--- src/rtl/mips_mem_pkg.sv ---
// Shared types and defaults for the multicycle memory access unit.
package mips_mem_pkg;

  localparam int AW_DEF          = 32;
  localparam int DW_DEF          = 32;
  localparam int TIMEOUT_CYC_DEF = 16;

  typedef enum logic [1:0] {
    IDLE = 2'd0,
    REQ  = 2'd1,
    RESP = 2'd2,
    DONE = 2'd3
  } state_t;

endpackage

--- src/rtl/mem_access_unit_if.sv ---
// Memory-side bus of the access unit: request/grant plus one-cycle read-data return.
interface mem_access_unit_if #(
  parameter int AW = 32,
  parameter int DW = 32
) ();

  // Handshake: mem_req is the valid and mem_gnt the ready. A request transfers in the
  // cycle where both are high; until then mem_req, mem_we, mem_addr and mem_wdata are
  // held stable. A write completes on its grant. Read data returns later as a single
  // mem_rvalid cycle with mem_rdata, which the master always accepts (no backpressure).
  logic          mem_req;
  logic          mem_we;
  logic [AW-1:0] mem_addr;
  logic [DW-1:0] mem_wdata;
  logic          mem_gnt;
  logic          mem_rvalid;
  logic [DW-1:0] mem_rdata;

  modport master (
    output mem_req, mem_we, mem_addr, mem_wdata,
    input  mem_gnt, mem_rvalid, mem_rdata
  );

  modport slave (
    input  mem_req, mem_we, mem_addr, mem_wdata,
    output mem_gnt, mem_rvalid, mem_rdata
  );

endinterface

--- src/rtl/mem_timeout_ctr.sv ---
// Saturating cycle counter that flags when an access has been outstanding too long.
module mem_timeout_ctr #(
  parameter int TIMEOUT_CYC = 16
) (
  input  logic clk,
  input  logic rst_n,
  input  logic i_clear,
  input  logic i_enable,
  output logic o_expired
);

  localparam int CW = $clog2(TIMEOUT_CYC + 1);

  logic [CW-1:0] r_count;

  always_ff @(posedge clk or negedge rst_n) begin
    if (!rst_n) begin
      r_count <= '0;
    end else if (i_clear) begin
      r_count <= '0;
    end else if (i_enable && (r_count != CW'(TIMEOUT_CYC))) begin
      r_count <= r_count + 1'b1;
    end
  end

  // Expired during the TIMEOUT_CYC-th enabled cycle, so the abort happens on that edge.
  assign o_expired = i_enable && (r_count >= CW'(TIMEOUT_CYC - 1));

endmodule

--- src/rtl/mem_access_unit.sv ---
// Converts multicycle MemRd/MemWr strobes into req/gnt/rvalid transactions, holds IR/MDR
// and stalls the controller. Optional ALIGN_CHECK_EN adds addr_err for misaligned accesses.
module mem_access_unit
  import mips_mem_pkg::*;
#(
  parameter int AW          = AW_DEF,
  parameter int DW          = DW_DEF,
  parameter int TIMEOUT_CYC = TIMEOUT_CYC_DEF
) (
  input  logic          clk,
  input  logic          rst_n,
  input  logic          mem_rd,
  input  logic          mem_wr,
  input  logic          ior_d,
  input  logic          ir_wr,
  input  logic [AW-1:0] pc,
  input  logic [AW-1:0] alu_out,
  input  logic [DW-1:0] b_reg,
  output logic          stall,
  output logic [DW-1:0] ir,
  output logic [DW-1:0] mdr,
  output logic          bus_err,
`ifdef ALIGN_CHECK_EN
  output logic          addr_err,
`endif
  output state_t        dbg_state,
  mem_access_unit_if.master bus
);

  state_t        r_state;
  state_t        w_next;
  logic [AW-1:0] r_addr;
  logic [DW-1:0] r_wdata;
  logic          r_we;
  logic          r_dest;
  logic [DW-1:0] r_ir;
  logic [DW-1:0] r_mdr;
  logic          r_bus_err;

  logic          w_req_start;
  logic          w_accept;
  logic          w_conflict_err;
  logic [AW-1:0] w_new_addr;
  logic          w_misaligned;
  logic          w_expired;
  logic          w_timeout;
  logic          w_capture;
  logic          w_ctr_enable;

  assign w_req_start    = mem_rd ^ mem_wr;
  assign w_accept       = (r_state == IDLE) && w_req_start;
  assign w_conflict_err = (r_state == IDLE) && mem_rd && mem_wr;
  assign w_new_addr     = ior_d ? alu_out : pc;
  assign w_ctr_enable   = (r_state == REQ) || (r_state == RESP);

`ifdef ALIGN_CHECK_EN
  assign w_misaligned = (w_new_addr[1:0] != 2'b00);
`else
  assign w_misaligned = 1'b0;
`endif

  mem_timeout_ctr #(
    .TIMEOUT_CYC (TIMEOUT_CYC)
  ) u_timeout (
    .clk       (clk),
    .rst_n     (rst_n),
    .i_clear   (w_accept),
    .i_enable  (w_ctr_enable),
    .o_expired (w_expired)
  );

  always_ff @(posedge clk or negedge rst_n) begin
    if (!rst_n) begin
      r_state <= IDLE;
    end else begin
      r_state <= w_next;
    end
  end

  // A completing grant/rvalid wins over an expiry landing in the same cycle.
  always_comb begin
    w_next    = r_state;
    w_timeout = 1'b0;
    w_capture = 1'b0;
    case (r_state)
      IDLE: begin
        if (w_req_start) begin
          w_next = w_misaligned ? DONE : REQ;
        end
      end
      REQ: begin
        if (bus.mem_gnt) begin
          w_next = r_we ? DONE : RESP;
        end else if (w_expired) begin
          w_next    = DONE;
          w_timeout = 1'b1;
        end
      end
      RESP: begin
        if (bus.mem_rvalid) begin
          w_next    = DONE;
          w_capture = 1'b1;
        end else if (w_expired) begin
          w_next    = DONE;
          w_timeout = 1'b1;
        end
      end
      DONE:    w_next = IDLE;
      default: w_next = IDLE;
    endcase
  end

  always_ff @(posedge clk or negedge rst_n) begin
    if (!rst_n) begin
      r_addr    <= '0;
      r_wdata   <= '0;
      r_we      <= 1'b0;
      r_dest    <= 1'b0;
      r_ir      <= '0;
      r_mdr     <= '0;
      r_bus_err <= 1'b0;
    end else begin
      r_bus_err <= w_timeout | w_conflict_err;
      if (w_accept) begin
        r_addr  <= w_new_addr;
        r_wdata <= b_reg;
        r_we    <= mem_wr;
        r_dest  <= ir_wr;
      end
      if (w_capture) begin
        if (r_dest) begin
          r_ir <= bus.mem_rdata;
        end else begin
          r_mdr <= bus.mem_rdata;
        end
      end
    end
  end

`ifdef ALIGN_CHECK_EN
  logic r_addr_err;

  always_ff @(posedge clk or negedge rst_n) begin
    if (!rst_n) begin
      r_addr_err <= 1'b0;
    end else begin
      r_addr_err <= w_accept && w_misaligned;
    end
  end

  assign addr_err = r_addr_err;
`endif

  // The IDLE term lets the controller freeze in the same cycle it issues the strobe.
  assign stall = ((r_state != IDLE) && (r_state != DONE)) ||
                 ((r_state == IDLE) && w_req_start);

  assign bus.mem_req   = (r_state == REQ);
  assign bus.mem_we    = r_we;
  assign bus.mem_addr  = r_addr;
  assign bus.mem_wdata = r_wdata;

  assign ir        = r_ir;
  assign mdr       = r_mdr;
  assign bus_err   = r_bus_err;
  assign dbg_state = r_state;

endmodule

--- src/flat_wrapper.sv ---
// flat-port wrapper written by rule: the top's interface ports become plain ports
module mem_access_unit_flat import mips_mem_pkg::*;
#(
  parameter int AW          = AW_DEF,
  parameter int DW          = DW_DEF,
  parameter int TIMEOUT_CYC = TIMEOUT_CYC_DEF
)
  (clk, rst_n, mem_rd, mem_wr, ior_d, ir_wr, pc, alu_out, b_reg, stall, ir, mdr, bus_err, dbg_state, bus_mem_req, bus_mem_we, bus_mem_addr, bus_mem_wdata, bus_mem_gnt, bus_mem_rvalid, bus_mem_rdata);
  mem_access_unit_if #(.AW(AW), .DW(DW)) bus_i ();
  input  logic clk;
  input  logic rst_n;
  input  logic mem_rd;
  input  logic mem_wr;
  input  logic ior_d;
  input  logic ir_wr;
  input  logic [AW-1:0] pc;
  input  logic [AW-1:0] alu_out;
  input  logic [DW-1:0] b_reg;
  output logic stall;
  output logic [DW-1:0] ir;
  output logic [DW-1:0] mdr;
  output logic bus_err;
  output state_t dbg_state;
  output wire logic [$bits(bus_i.mem_req)-1:0] bus_mem_req;
  output wire logic [$bits(bus_i.mem_we)-1:0] bus_mem_we;
  output wire logic [$bits(bus_i.mem_addr)-1:0] bus_mem_addr;
  output wire logic [$bits(bus_i.mem_wdata)-1:0] bus_mem_wdata;
  input wire logic [$bits(bus_i.mem_gnt)-1:0] bus_mem_gnt;
  input wire logic [$bits(bus_i.mem_rvalid)-1:0] bus_mem_rvalid;
  input wire logic [$bits(bus_i.mem_rdata)-1:0] bus_mem_rdata;
  assign bus_mem_req = bus_i.mem_req;
  assign bus_mem_we = bus_i.mem_we;
  assign bus_mem_addr = bus_i.mem_addr;
  assign bus_mem_wdata = bus_i.mem_wdata;
  assign bus_i.mem_gnt = bus_mem_gnt;
  assign bus_i.mem_rvalid = bus_mem_rvalid;
  assign bus_i.mem_rdata = bus_mem_rdata;
  mem_access_unit #(.AW(AW), .DW(DW), .TIMEOUT_CYC(TIMEOUT_CYC)) u_core (.clk(clk), .rst_n(rst_n), .mem_rd(mem_rd), .mem_wr(mem_wr), .ior_d(ior_d), .ir_wr(ir_wr), .pc(pc), .alu_out(alu_out), .b_reg(b_reg), .stall(stall), .ir(ir), .mdr(mdr), .bus_err(bus_err), .dbg_state(dbg_state), .bus(bus_i));
endmodule
--- config.mk ---
export PLATFORM = sky130hd
export DESIGN_NAME = mem_access_unit_flat
export DESIGN_NICKNAME = d
export VERILOG_FILES = /design/src/rtl/mips_mem_pkg.sv /design/src/rtl/mem_access_unit_if.sv /design/src/rtl/mem_timeout_ctr.sv /design/src/rtl/mem_access_unit.sv /design/src/flat_wrapper.sv
export SDC_FILE = /design/constraint.sdc
export NUM_CORES = 1
export LEC_CHECK = 0
export CAP_MARGIN = 20
export CORE_UTILIZATION = 30
export CTS_BUF_LIST = sky130_fd_sc_hd__clkbuf_4 sky130_fd_sc_hd__clkbuf_8 sky130_fd_sc_hd__clkbuf_16
export DETAILED_ROUTE_END_ITERATION = 16
export PLACE_DENSITY = 0.6
export SLEW_MARGIN = 0
export SYNTH_ARGS = -nofsm -noshare
export SYNTH_HDL_FRONTEND = slang
export SYNTH_SLANG_ARGS = --single-unit
--- constraint.sdc ---
create_clock -name clk -period 4.83 [get_ports clk]
set_input_delay 0.483 -clock clk [delete_from_list [all_inputs] [get_ports clk]]
set_output_delay 0.483 -clock clk [all_outputs]
set_load 0.005 [all_outputs]
# Yosys cells after proc, flatten, opt, wreduce, memory -nomap -nowiden
# Index checks and enable logic that the tools add are counted.
totals:
  regBits: 138
  in_bits: 136
  output_inout_bits: 134
  wordCells: 48
classes:
  addsub: 1
  n_lt_le_gt_ge: 1
  eq_ne: 6
  muxes: 15
  bitwise: 3
  reduce_logical: 13
op_table:
  columns: ["operator", "n"]
  rows:
  - ["2-to-1 mux 32 bit", 1]
  - ["2-to-1 mux 5 bit", 2]
  - ["2-to-1 mux 2 bit", 4]
  - ["one-hot mux 2 bit (4 select lines)", 1]
  - ["logical AND 1 bit", 6]
  - ["2-to-1 mux 1 bit", 6]
  - ["adder 5 x 1 -> 5 bit, second input constant", 1]
  - [">= comparator 5 x 4 -> 1 bit, second input constant", 1]
  - ["inequality test 5 bit, second input constant", 1]
  - ["equality test 2 bit, second input constant", 2]
  - ["AND reduction 2 bit", 2]
  - ["nonzero test 2 bit", 2]
  - ["equality test 2 x 1 -> 1 bit, second input constant", 1]
  - ["logical NOT 2 bit", 1]
  - ["logical OR 1 bit", 2]
  - ["inequality test 2 x 1 -> 1 bit, second input constant", 1]
  - ["inequality test 2 bit, second input constant", 1]
  - ["one-hot mux 1 bit (2 select lines)", 1]
  - ["NOT 1 bit", 1]
  - ["OR 1 bit", 1]
  - ["XOR 1 bit", 1]

# Longest topological paths before layout
# Gate-level depths: netlist of run 1.
depth:
  word_depth: 7
  mapped_depth: 7

# Modules after synthesis
# Synthesis of run 1 repeated with hierarchy kept, for this count alone.
unflattened:
  cells_unflattened: 415
  area_unflattened_um2: 5815.6
modules_own_cells:
  columns: ["mod", "instances", "cells_each", "area_per_inst_um2", "seq_area_each_um2"]
  rows:
  - ["mem_access_unit", 1, 382, 5505.3, 3328.2]
  - ["mem_timeout_ctr", 1, 33, 310.3, 125.1]

# Worst setup path after synthesis of run 1
# OpenSTA, ideal clock, no wires.
synth_timing:
  kind: "register -> output"
  startpoint: "register u_core.r_state[0] (netlist: u_core.dbg_state[0])"
  endpoint: "output port stall"
  arrival_time_ns: 1.459
  required_time_ns: 4.347
  setup_slack_ns: 2.888
  stages_incl_launch_ff: 8
  path_buffers: 2
  cell_sequence: "dfrtp_1 -> inv_1 -> ha_1 -> inv_1 -> buf_2 -> clkbuf_1 -> nor2_1 -> a21oi_1"
synth_between:
  elab_chain_len: 3
  word_cells_on_any_way: 6
  cone_classes: "1 x eq/ne; 5 x reduce/logical"
synth_lines:
  columns: ["item", "line_no", "rtl"]
  rows:
  - ["start: declaration", "mem_access_unit.sv:30", "state_t r_state;"]
  - ["start signal: assignment", "mem_access_unit.sv:76", "r_state <= w_next;"]
  - ["inequality test 2 bit, or another cell as far along", "mem_access_unit.sv:155", "assign stall = ((r_state != IDLE) && (r_state != DONE)) ||"]
  - ["logical AND 1 bit, on equally long branches", "mem_access_unit.sv:155, mem_access_unit.sv:156", null]
  - ["logical OR 1 bit (*)", "mem_access_unit.sv:155", null]
  - ["end: declaration", "flat_wrapper.sv:19", "output logic stall;"]
# Mark *: on every way between the ends. The rest lies on a longest branch, timed or not.

# Worst setup path in the final report of run 1
layout_timing:
  startpoint: "register u_core.r_state[1] (netlist: u_core.dbg_state[1])"
  endpoint: "output port stall"
# The elaborated chain is that of the path after synthesis.

==> results of run 1 <==
-- cells by family after synthesis --
logic type	count (synthesis)	synth area share, %
mux	130	25.9
simple gates	23	2.56
buf+inv	33	3.41
compound gates	79	7.28
flops	138	58.8
fa+ha+maj	7	1.49
xor+xnor	3	0.575
-- per-layer routing --
metal / track usage, % / wire length (um)
met1: 18.4 / 6250
met2: 28.2 / 8120
met3: 4.74 / 1080
met4: 6.28 / 288
met5: 0 / 0
-- sequential cells by signal (all words and copies together), names as in the netlist --
register / cells
u_core.u_timeout.r_count: 5
u_core.bus.mem_addr: 32
u_core.bus.mem_wdata: 32
u_core.bus_err: 1
u_core.dbg_state: 2
u_core.bus.mem_we: 1
u_core.mdr: 32
u_core.r_dest: 1
u_core.ir: 32
-- Yosys cell counts (all sizes together), types with 2 or more instances --
cell and n:
dfrtp 138, mux2 98, o21ai 66, mux2i 32, buf 13, clkbuf 11, inv 9, ha 7
nor2 4, a21oi 3, nand2 3, nand3 3, o211ai 3, nand4 2, nor2b 2, or3 2
xor2 2
-- power by group --
part | switching (uW) | total, uW | internal (uW) | leakage [uW]
clock | 486 | 1300 | 818 | 0.000287
combinational | 835 | 2450 | 1610 | 0.00204
sequential | 315 | 2040 | 1730 | 0.00169
total | 1640 | 5790 | 4160 | 0.00402
-- critical path: cells and delay by family (launching register included) --
family | cells | cell delay (ns)
flops | 1 | 0.46
simple gates | 1 | 0.07
compound gates | 1 | 0.16
fa+ha+maj | 1 | 0.26
buf+inv | 4 | 1.09
-- worst paths after layout --
| check | startpoint | end | slack (ns) | cells past startpoint |
|---|---|---|---|---|
| setup reg to reg | u_core.dbg_state[0] | u_core.bus.mem_wdata[2] | 2.39 | 6 |
| min in group clk | u_core.mdr[6] | u_core.mdr[6] | 0.49 | 1 |
| hold / removal | rst_n | u_core.bus.mem_addr[28] | 0.17 | 1 |
| hold reg to reg | u_core.mdr[6] | u_core.mdr[6] | 0.49 | 1 |
| setup / recovery | u_core.dbg_state[1] | stall | 1.89 | 7 |
| max in group asynchronous | rst_n | u_core.mdr[4] | 3.54 | 2 |
-- through the flow --
step	total power [uW]	setup WS (ns)	area, um2	std cells
floorplan	3000	2.89	5870	413
global placement	4430	1.98	8740	921
CTS	5850	1.37	9340	951
finish	5790	1.89	9360	952
global route	6150	1.73	9360	952
detailed placement	4500	1.84	8740	921
-- area by class of cell --
| cell class | count | area [um2] | area share (%) |
|---|---|---|---|
| sequential | 138 | 3450 | 36.9 |
| timing repair buffer | 273 | 2740 | 29.3 |
| inverter | 9 | 33.8 | 0.361 |
| clock inverter | 12 | 151 | 1.62 |
| multi-input combinational | 242 | 2220 | 23.7 |
| clock buffer | 18 | 439 | 4.69 |
| tap | 260 | 325 | 3.47 |
-- cell usage in the layout (no fill, tap or decap), drive strengths merged, types with 2 or more instances in the layout --
| cell | instances |
|---|---|
| clkdlybuf4s50 | 267 |
| dfrtp | 138 |
| mux2 | 98 |
| o21ai | 66 |
| mux2i | 32 |
| clkbuf | 18 |
| inv | 9 |
| ha | 7 |
| clkinv | 7 |
| buf | 6 |
| nor2 | 4 |
| a21oi | 3 |
| nand2 | 3 |
| nand3 | 3 |
| o211ai | 3 |
| bufinv | 3 |
| xor2 | 2 |
| or3 | 2 |
| nor2b | 2 |
| nand4 | 2 |
| clkinvlp | 2 |
==> tab_implementation.tex, run 1 <==
\begin{tabular}{lr}
\hline
Metric & Value \\
\hline
\multicolumn{2}{l}{\textbf{Outcome}} \\
\quad Result of the run & finished, final reports clean \\
\multicolumn{2}{l}{\textbf{Clock tree}} \\
\quad Number of clock sinks & 138 \\
\quad Clock edge transition at the registers on the reported setup and hold paths & 0.06 ns \\
\quad Largest buffer count on any clock path & 2 \\
\quad Number of resized instances in the post-cts repair step & 0 \\
\quad Quantity of hold-fixing buffers added after cts & 0 \\
\quad Clock latency on the worst-skew pair & 0.41 ns \\
\quad TritonCTS clock tree & built \\
\quad Clock root buffer master & clkbuf\_16 \\
\quad Count of buffers added by post-CTS timing repair for setup & 0 \\
\quad Cts bufs inserted & 17 \\
\quad H-Tree Depth & 4 \\
\multicolumn{2}{l}{\textbf{Die}} \\
\quad Die area & 0.0201 mm2 \\
\quad Die height & 142 um \\
\quad CORE AREA & 0.0190 mm2 \\
\quad Row cnt & 50 \\
\quad Die Wd & 142 um \\
\quad Starting utilization of the core area & 31.0\% \\
\quad Boundary pin count & 270 \\
\multicolumn{2}{l}{\textbf{Yosys}} \\
\quad Async set or reset register ratio after synthesis & 100\% \\
\quad Dominant cells by area after synthesis & dfrtp\_1 59\%, mux2\_2 13\%, mux2\_4 6.6\% \\
\quad Mean instance size in the synthesized netlist & 14.2 um2 \\
\quad Most used flip-flop cell after synthesis & dfrtp\_1 \\
\quad Portion of the post-synthesis area used by sequential elements & 58.8\% \\
\quad Flop and latch count out of synthesis & 138 \\
\quad Post-synthesis instance total & 413 \\
\quad Count of different cell masters after synthesis & 40 \\
\quad Area fraction of the dominant cell type after synthesis & 58.8\% \\
\quad Synth Cell Area & 0.00587 mm2 \\
\quad Post-synth EDFFs & 0 \\
\quad Largest area contributor in the synthesized netlist & dfrtp\_1 \\
\quad Post-Synthesis Net Count & 556 \\
\quad Warnings from Yosys & 0 \\
\multicolumn{2}{l}{\textbf{Layout}} \\
\quad Fill cell count & 1,717 \\
\quad Number of nets at the end of the flow & 824 \\
\quad Fraction of the core area covered by cells at the end of the flow & 49.4\% \\
\quad Antenna fix cells & 0 \\
\quad Synth-to-Final Area Change & 59.4\% \\
\quad Fraction of layout cells with a size suffix above 1 & 19.7\% \\
\multicolumn{2}{l}{\textbf{STA}} \\
\quad Worst relative slew slack & 34.3\% \\
\quad Highest clock frequency the design can meet & 340 MHz \\
\quad Worst hold slack after final layout & 0.175 ns \\
\quad Clock period minus final worst setup slack & 2.94 ns \\
\quad Max-slew violation count & 0 \\
\quad Endpoints failing hold & 0 \\
\quad Post-route setup TNS & 0 ns \\
\quad Worst Tran Pin Value & 0.982 ns \\
\quad Final critical-path share of the clock period & 60.8\% \\
\quad Final-report setup violation count & 0 \\
\quad RSZ-0062 raised after global routing & false \\
\quad Setup Skew & 0.00770 ns \\
\multicolumn{2}{l}{\textbf{Setup path}} \\
\quad Delay of the slowest cell on the worst path & 0.54 ns \\
\quad Cell mode on critical path & inv\_1 \\
\quad Critical path cell sequence & inv\_1, ha\_1, inv\_1, buf\_16, nor2\_1, a21oi\_1, clkdlybuf4s50\_1 \\
\quad Type of the setup path with the least slack & reg2out \\
\quad Kind of launch point of the worst setup path & register \\
\quad Arrival time reported for the critical path endpoint & 2.46 ns \\
\quad Crit-path slowest cell & clkdlybuf4s50\_1 \\
\quad Maximum fanout along the worst path & 34 \\
\quad Required time reported for the critical path endpoint & 4.35 ns \\
\quad Worst Setup End Kind & primary output \\
\multicolumn{2}{l}{\textbf{Detailed routing}} \\
\quad Starting DRC count in detailed routing & 142 \\
\quad Total vias in the final route & 4,385 \\
\quad Vias per inst & 4.61 \\
\quad Remaining antenna violation count after routing & 0 \\
\quad First-pass DRT Iterations & 6 \\
\quad WL per Instance & 16.5 um \\
\quad Total length of routed wires & 15.7 mm \\
\quad Post-route DRC & 0 \\
\multicolumn{2}{l}{\textbf{Placed design}} \\
\quad Half-perimeter wire length of the detailed placement result & 11.2 mm \\
\quad Count of buffers inserted at the top-level ports & 269 \\
\quad Routability congestion estimate & 0.771 \\
\multicolumn{2}{l}{\textbf{Power and ir drop}} \\
\quad Power per cell area & 619 mW/mm2 \\
\quad Lkg Pwr & 0.00402 uW \\
\quad Max VDD drop & 0.000250 V \\
\multicolumn{2}{l}{\textbf{Global route}} \\
\quad Largest net degree at the start of global routing & 98 \\
\quad First-pass GRT wire length & 24.9 mm \\
\quad Gr ovfl total & 0 \\
\quad Vias in the first global route & 4,624 \\
\quad Global Route Usage Sum & 16.1\% \\
\quad Antenna violations before repair & 0 \\
\multicolumn{2}{l}{\textbf{Worst hold path}} \\
\quad Type of the worst min-delay path & in2async \\
\multicolumn{2}{l}{\textbf{Flow run}} \\
\quad Number of max-cap violations & 0 \\
\hline
\end{tabular}
Power figures use the tool's default switching activity.
==> inputs of run 2 (changes only) <==
clock period = 3.05 ns   (was 4.83 ns; I/O delays follow)
==> tab_implementation.tex, run 2 (synthesis results as in run 1) <==
\begin{tabular}{lr}
\hline
Metric & Value \\
\hline
\multicolumn{2}{l}{\textbf{Layout}} \\
\quad Commonest cells after routing, fill and taps aside & 267 x clkdlybuf4s50\_1, 138 x dfrtp\_1, 70 x mux2\_2 \\
\quad Antenna fix cells & 0 \\
\quad Final Instance Count excl. Fillers & 958 \\
\quad Most common cell after layout, fill and taps aside & clkdlybuf4s50\_1 \\
\quad Number of nets at the end of the flow & 829 \\
\quad Fraction of layout cells with a size suffix above 1 & 20.3\% \\
\quad Synth-to-Final Area Change & 60.6\% \\
\multicolumn{2}{l}{\textbf{Setup path}} \\
\quad Capturing element of the worst setup path & stall \\
\quad Worst Reg-to-Reg Cells & 6 \\
\quad Delay of the slowest cell on the worst path & 0.54 ns \\
\quad Critical path cell sequence & inv\_1, ha\_1, inv\_1, buf\_4, a21oi\_1, clkdlybuf4s50\_1 \\
\quad Start point of the critical path & u\_core.dbg\_state[0] \\
\quad Worst Setup End Kind & primary output \\
\quad Type of the setup path with the least slack & reg2out \\
\quad Worst path bufs/invs & 4 \\
\quad Cell mode on critical path & inv\_1 \\
\quad Maximum fanout along the worst path & 11 \\
\quad Dominant delay contributor by cell family on the critical path & buffers and inverters \\
\quad Required time reported for the critical path endpoint & 2.74 ns \\
\quad Register-to-register setup slack & 0.85 ns \\
\quad Arrival time reported for the critical path endpoint & 2.40 ns \\
\quad R2R Path End & u\_core.bus.mem\_wdata[27] \\
\quad Kind of launch point of the worst setup path & register \\
\quad Origin of the critical flop-to-flop path & u\_core.dbg\_state[0] \\
\quad Number of stages on the worst setup path & 6 \\
\quad Crit-path slowest cell & clkdlybuf4s50\_1 \\
\multicolumn{2}{l}{\textbf{STA}} \\
\quad Clock period minus final worst setup slack & 2.70 ns \\
\quad RSZ-0062 raised after global routing & false \\
\quad Setup Skew & 0.0133 ns \\
\quad Max-slew violation count & 0 \\
\quad Worst relative slew slack & 34.2\% \\
\quad Worst hold slack after final layout & 0.00883 ns \\
\quad Worst Tran Pin Value & 0.986 ns \\
\quad Endpoints failing hold & 0 \\
\quad Final critical-path share of the clock period & 88.6\% \\
\quad Highest clock frequency the design can meet & 370 MHz \\
\quad Final-report setup violation count & 0 \\
\quad Post-layout worst setup margin & 0.348 ns \\
\quad Post-route setup TNS & 0 ns \\
\multicolumn{2}{l}{\textbf{Global route}} \\
\quad First-pass GRT wire length & 25.1 mm \\
\quad Met1 Usage GRT & 18.5\% \\
\quad Antenna violations before repair & 0 \\
\quad Vias in the first global route & 4,725 \\
\quad Met3 Resource Use GR & 5.01\% \\
\quad Gr ovfl total & 0 \\
\quad Largest net degree at the start of global routing & 108 \\
\quad Global Route Usage Sum & 16.1\% \\
\quad Global routing's busiest layer & met2 \\
\quad Met2 usage in global routing & 28.3\% \\
\multicolumn{2}{l}{\textbf{Power and ir drop}} \\
\quad Relative contribution of the clock network to total power & 23.3\% \\
\quad Power per cell area & 980 mW/mm2 \\
\quad Lkg Pwr & 0.00406 uW \\
\quad Share of total power consumed by net switching & 28.0\% \\
\quad Max VDD drop & 0.000396 V \\
\quad Internal power & 6660 uW \\
\quad Flop pwr share & 35.0\% \\
\quad Net switching power of the design & 2590 uW \\
\quad Combinational share of power & 41.7\% \\
\multicolumn{2}{l}{\textbf{Detailed routing}} \\
\quad First-pass DRT Iterations & 4 \\
\quad WL per Instance & 16.3 um \\
\quad Total length of routed wires & 15.6 mm \\
\quad Remaining antenna violation count after routing & 0 \\
\quad Post-route DRC & 0 \\
\quad Total vias in the final route & 4,363 \\
\quad Vias per inst & 4.55 \\
\quad Starting DRC count in detailed routing & 136 \\
\multicolumn{2}{l}{\textbf{Clock tree}} \\
\quad Clock edge transition at the registers on the reported setup and hold paths & 0.06 ns \\
\quad Number of clock sinks & 138 \\
\quad Count of buffers added by post-CTS timing repair for setup & 0 \\
\quad Cts bufs inserted & 17 \\
\quad Clock root buffer master & clkbuf\_16 \\
\quad Number of resized instances in the post-cts repair step & 0 \\
\quad TritonCTS clock tree & built \\
\quad Clock latency on the worst-skew pair & 0.41 ns \\
\quad H-Tree Depth & 4 \\
\quad Quantity of hold-fixing buffers added after cts & 0 \\
\quad Largest buffer count on any clock path & 2 \\
\multicolumn{2}{l}{\textbf{Die}} \\
\quad Die height & 142 um \\
\quad Row cnt & 50 \\
\quad Starting utilization of the core area & 31.0\% \\
\quad Die Wd & 142 um \\
\quad CORE AREA & 0.0190 mm2 \\
\quad Boundary pin count & 270 \\
\quad Die area & 0.0201 mm2 \\
\multicolumn{2}{l}{\textbf{Placed design}} \\
\quad Count of buffers inserted at the top-level ports & 269 \\
\quad Cell count after placement & 927 \\
\quad Routability congestion estimate & 0.727 \\
\quad DP Worst Slack & 0.767 ns \\
\quad Half-perimeter wire length of the detailed placement result & 11.4 mm \\
\multicolumn{2}{l}{\textbf{Worst hold path}} \\
\quad Type of the worst min-delay path & in2async \\
\multicolumn{2}{l}{\textbf{Flow run}} \\
\quad Number of max-cap violations & 0 \\
\multicolumn{2}{l}{\textbf{Outcome}} \\
\quad Result of the run & finished, final reports clean \\
\hline
\end{tabular}
-- run 2: power groups by stage --
stage	combinational [uW]	sequential, uW	clock [uW]
floorplan	1490	3270	0
global placement	3840	3230	0
detailed placement	3900	3260	0
CTS	3920	3240	2220
global route	4160	3360	2310
finish	3860	3230	2150
-- run 2: stage by stage --
stage	utilization (%)	cell area (um2)	power (uW)
3_3_place_gp	46.5	8810	7070
5_1_grt	49.8	9440	9830
2_1_floorplan	-	5870	4760
4_1_cts	49.8	9440	9380
6_report	49.8	9440	9240
3_5_place_dp	46.5	8810	7160
-- run 2: final cells by class --
type                    count  area [um2]
multi-input cells         242        2220
fillers                  1671        9520
well taps                 260         325
clock inverters            14         195
repair buffers            278        2780
clock buffers              17         425
inverters                   9        33.8
flip-flops and latches    138        3450
-- run 2: worst min-delay path by stage --
stage	startpoint	endpoint	slack, ns	cells after the start
after global placement	u_core.mdr[5]	u_core.mdr[5]	0.48	1
final	rst_n	u_core.bus.mem_addr[0]	0.009	1
after global routing	rst_n	u_core.bus.mem_addr[0]	0.10	1
after CTS	rst_n	u_core.bus.mem_addr[0]	0.07	1
after detailed placement	u_core.mdr[6]	u_core.mdr[6]	0.49	1
after floorplan	rst_n	u_core.bus.mem_addr[0]	0.009	0
-- run 2: worst register-to-register path, stage by stage, from the launching register on --
cell	delay [ns]
dfrtp_1	0.42
inv_1	0.14
ha_1	0.27
inv_1	0.24
nor2_8	0.44
buf_12	0.25
mux2_4	0.33
-- run 2: layer usage --
metal  wire [um]  vias up
met5           0        -
met4         242        0
met3        1030       18
met2        8020      161
met1        6300     2151
li1            -     2033
==> inputs of run 3 (changes only) <==
SYNTH_HIERARCHICAL = 1   (was unset)
==> tab_implementation.tex, run 3 <==
\begin{tabular}{lr}
\hline
Metric & Value \\
\hline
\multicolumn{2}{l}{\textbf{Detailed routing}} \\
\quad First-pass DRT Iterations & 6 \\
\quad Total vias in the final route & 4,330 \\
\quad Vias per inst & 4.51 \\
\quad Remaining antenna violation count after routing & 0 \\
\quad Starting DRC count in detailed routing & 102 \\
\quad Total length of routed wires & 15.5 mm \\
\quad Post-route DRC & 0 \\
\quad WL per Instance & 16.2 um \\
\multicolumn{2}{l}{\textbf{Clock tree}} \\
\quad Largest buffer count on any clock path & 2 \\
\quad Cts bufs inserted & 17 \\
\quad TritonCTS clock tree & built \\
\quad Clock root buffer master & clkbuf\_16 \\
\quad Clock edge transition at the registers on the reported setup and hold paths & 0.06 ns \\
\quad Number of clock sinks & 138 \\
\quad H-Tree Depth & 4 \\
\quad Clock latency on the worst-skew pair & 0.41 ns \\
\multicolumn{2}{l}{\textbf{Layout}} \\
\quad Number of nets at the end of the flow & 830 \\
\quad Fraction of the core area covered by cells at the end of the flow & 50.1\% \\
\quad Fill cell count & 1,635 \\
\quad Antenna fix cells & 0 \\
\quad Post-route cell area & 0.00943 mm2 \\
\quad Final Instance Count excl. Fillers & 960 \\
\quad Commonest cells after routing, fill and taps aside & 267 x clkdlybuf4s50\_1, 138 x dfrtp\_1, 70 x mux2\_2 \\
\quad Most common cell after layout, fill and taps aside & clkdlybuf4s50\_1 \\
\quad Multi-input gate area & 0.00220 mm2 \\
\quad Synth-to-Final Area Change & 62.1\% \\
\quad Fraction of layout cells with a size suffix above 1 & 20.1\% \\
\quad Register Area & 0.00345 mm2 \\
\multicolumn{2}{l}{\textbf{Global route}} \\
\quad Met2 usage in global routing & 27.9\% \\
\quad Met3 Resource Use GR & 4.69\% \\
\quad Global Route Usage Sum & 16.0\% \\
\quad First-pass GRT wire length & 24.7 mm \\
\quad Largest net degree at the start of global routing & 75 \\
\quad Antenna violations before repair & 0 \\
\quad Vias in the first global route & 4,652 \\
\quad Met1 Usage GRT & 18.6\% \\
\quad Gr ovfl total & 0 \\
\quad Global routing's busiest layer & met2 \\
\multicolumn{2}{l}{\textbf{Yosys}} \\
\quad Area fraction of the dominant cell type after synthesis & 59.4\% \\
\quad Most used flip-flop cell after synthesis & dfrtp\_1 \\
\quad Largest area contributor in the synthesized netlist & dfrtp\_1 \\
\quad Synthesized-area fraction occupied by ao, oa, aoi and oai cells & 7.53\% \\
\quad Post-synthesis mux area share & 26.5\% \\
\quad Simple-gate portion of the synthesized area & 1.70\% \\
\quad Parity-gate share of the synthesized area counting xor and xnor cells & 0.452\% \\
\quad Main combinational cell family by area after synthesis & multiplexers \\
\quad Flop and latch count out of synthesis & 138 \\
\quad Post-Synthesis Net Count & 558 \\
\quad Portion of the post-synthesis area used by sequential elements & 59.4\% \\
\quad Mean instance size in the synthesized netlist & 14.0 um2 \\
\quad Synth Cell Area & 0.00582 mm2 \\
\quad Most common library cells after synthesis & 138 x dfrtp\_1, 70 x mux2\_2, 58 x o21ai\_0 \\
\quad Fraction of the mapped netlist area in adder cells & 1.51\% \\
\quad Post-synthesis instance total & 415 \\
\quad Count of different cell masters after synthesis & 33 \\
\quad Async set or reset register ratio after synthesis & 100\% \\
\quad Post-synth EDFFs & 0 \\
\quad Warnings from Yosys & 6 \\
\quad Dominant cells by area after synthesis & dfrtp\_1 59\%, mux2\_2 14\%, mux2\_4 7.2\% \\
\quad Cell with the most instances after synthesis & dfrtp\_1 \\
\multicolumn{2}{l}{\textbf{Die}} \\
\quad Die height & 141 um \\
\quad Row cnt & 50 \\
\quad Die Wd & 141 um \\
\quad Die area & 0.0199 mm2 \\
\quad Starting utilization of the core area & 30.9\% \\
\quad Boundary pin count & 270 \\
\quad CORE AREA & 0.0188 mm2 \\
\multicolumn{2}{l}{\textbf{STA}} \\
\quad Worst relative slew slack & 38.5\% \\
\quad Worst Tran Pin Value & 0.923 ns \\
\quad Max-slew violation count & 0 \\
\quad Highest clock frequency the design can meet & 390 MHz \\
\quad Final critical-path share of the clock period & 84.0\% \\
\quad Setup Skew & 0.00529 ns \\
\quad Post-route setup TNS & 0 ns \\
\quad Endpoints failing hold & 0 \\
\quad RSZ-0062 raised after global routing & false \\
\quad Final-report setup violation count & 0 \\
\quad Clock period minus final worst setup slack & 2.56 ns \\
\multicolumn{2}{l}{\textbf{Setup path}} \\
\quad Arrival time reported for the critical path endpoint & 2.26 ns \\
\quad Worst Setup End Kind & primary output \\
\quad Maximum fanout along the worst path & 6 \\
\quad Type of the setup path with the least slack & reg2out \\
\quad Required time reported for the critical path endpoint & 2.74 ns \\
\quad Kind of launch point of the worst setup path & register \\
\multicolumn{2}{l}{\textbf{Placed design}} \\
\quad Count of buffers inserted at the top-level ports & 269 \\
\quad Area post-placement & 0.00878 mm2 \\
\quad Routability congestion estimate & 0.749 \\
\quad Half-perimeter wire length of the detailed placement result & 11.4 mm \\
\quad Cell count after placement & 927 \\
\multicolumn{2}{l}{\textbf{Flow run}} \\
\quad Number of max-cap violations & 0 \\
\multicolumn{2}{l}{\textbf{Power and ir drop}} \\
\quad Power per cell area & 1010 mW/mm2 \\
\quad Max VDD drop & 0.000356 V \\
\quad Lkg Pwr & 0.00407 uW \\
\multicolumn{2}{l}{\textbf{Outcome}} \\
\quad Result of the run & finished, final reports clean \\
\multicolumn{2}{l}{\textbf{Worst hold path}} \\
\quad Type of the worst min-delay path & in2async \\
\hline
\end{tabular}
run 3: cell types whose count changed after synthesis, moves of 3 or more:
cell and delta:
o21ai_1 +9, o21ai_0 -7, nor2_1 +4, o211ai_1 -3
run 3: through the flow:
step	total power [uW]	hold slack [ns]	worst slack, ns
after global placement	7230	0.228	0.794
after detailed placement	7360	0.231	0.762
final	9480	0.362	0.488
after CTS	9630	0.359	0.462
after global routing	10100	0.378	0.351
after floorplan	4900	0.00941	1.25
run 3: repair_timing:
item / in CTS / in global routing
setup buffers: 0 / 0
hold buffers: 1 / 0
hold endpoints to repair: 37 / 0
gates resized for setup: 0 / 0
run 3: cells by family (layout without fill, tap and decap cells):
logic type                 count (synthesis)  after routing
DFF                                      138            138
muxes                                    131            131
AOI/OAI and AO/OA                         82             82
buffers and inverters                     33            318
and+or+nand+nor                           21             21
adders and majority gates                  7              7
xor gates and xnor gates                   3              3
run 3: worst max-delay path: stages, from the launching register on:
cell	delay (ns)
dfrtp_1	0.44
inv_1	0.11
ha_1	0.32
clkinv_1	0.21
a21oi_1	0.22
clkdlybuf4s50_1	0.53
run 3: area by class of cell:
class	instances	area share, %
sequential	138	36.6
timing repair buffer	276	29.4
multi-input combinational	244	23.4
clock buffer	19	4.67
tap	260	3.45
clock inverter	13	2.03
inverter	10	0.398
run 3: metal layers:
layer  routed length [um]  part of all wire [%]
met5                    0                     0
met4                  221                   1.4
met3                 1030                   6.6
met2                 7880                    51
met1                 6370                    41
run 3: path summary, 6_finish.rpt:
| kind | from | end | slack (ns) | cells after the start |
|---|---|---|---|---|
| min | rst_n | u_core/ir[10] | 0.36 | 2 |
| max in group asynchronous | rst_n | u_core/u_timeout/r_count[0] | 1.96 | 3 |
| min reg2reg | u_core/mdr[26] | u_core/mdr[26] | 0.50 | 1 |
| max | u_core/dbg_state[0] | stall | 0.49 | 5 |
| min in group clk | b_reg[23] | u_core/bus.mem_wdata[23] | 0.50 | 2 |
| max reg2reg | u_core/dbg_state[0] | u_core/ir[23] | 0.81 | 4 |
run 3: report_power, final:
group,switching [uW],internal (uW),total (uW)
clock network,807,1390,2200
logic,1380,2650,4030
registers,504,2750,3250
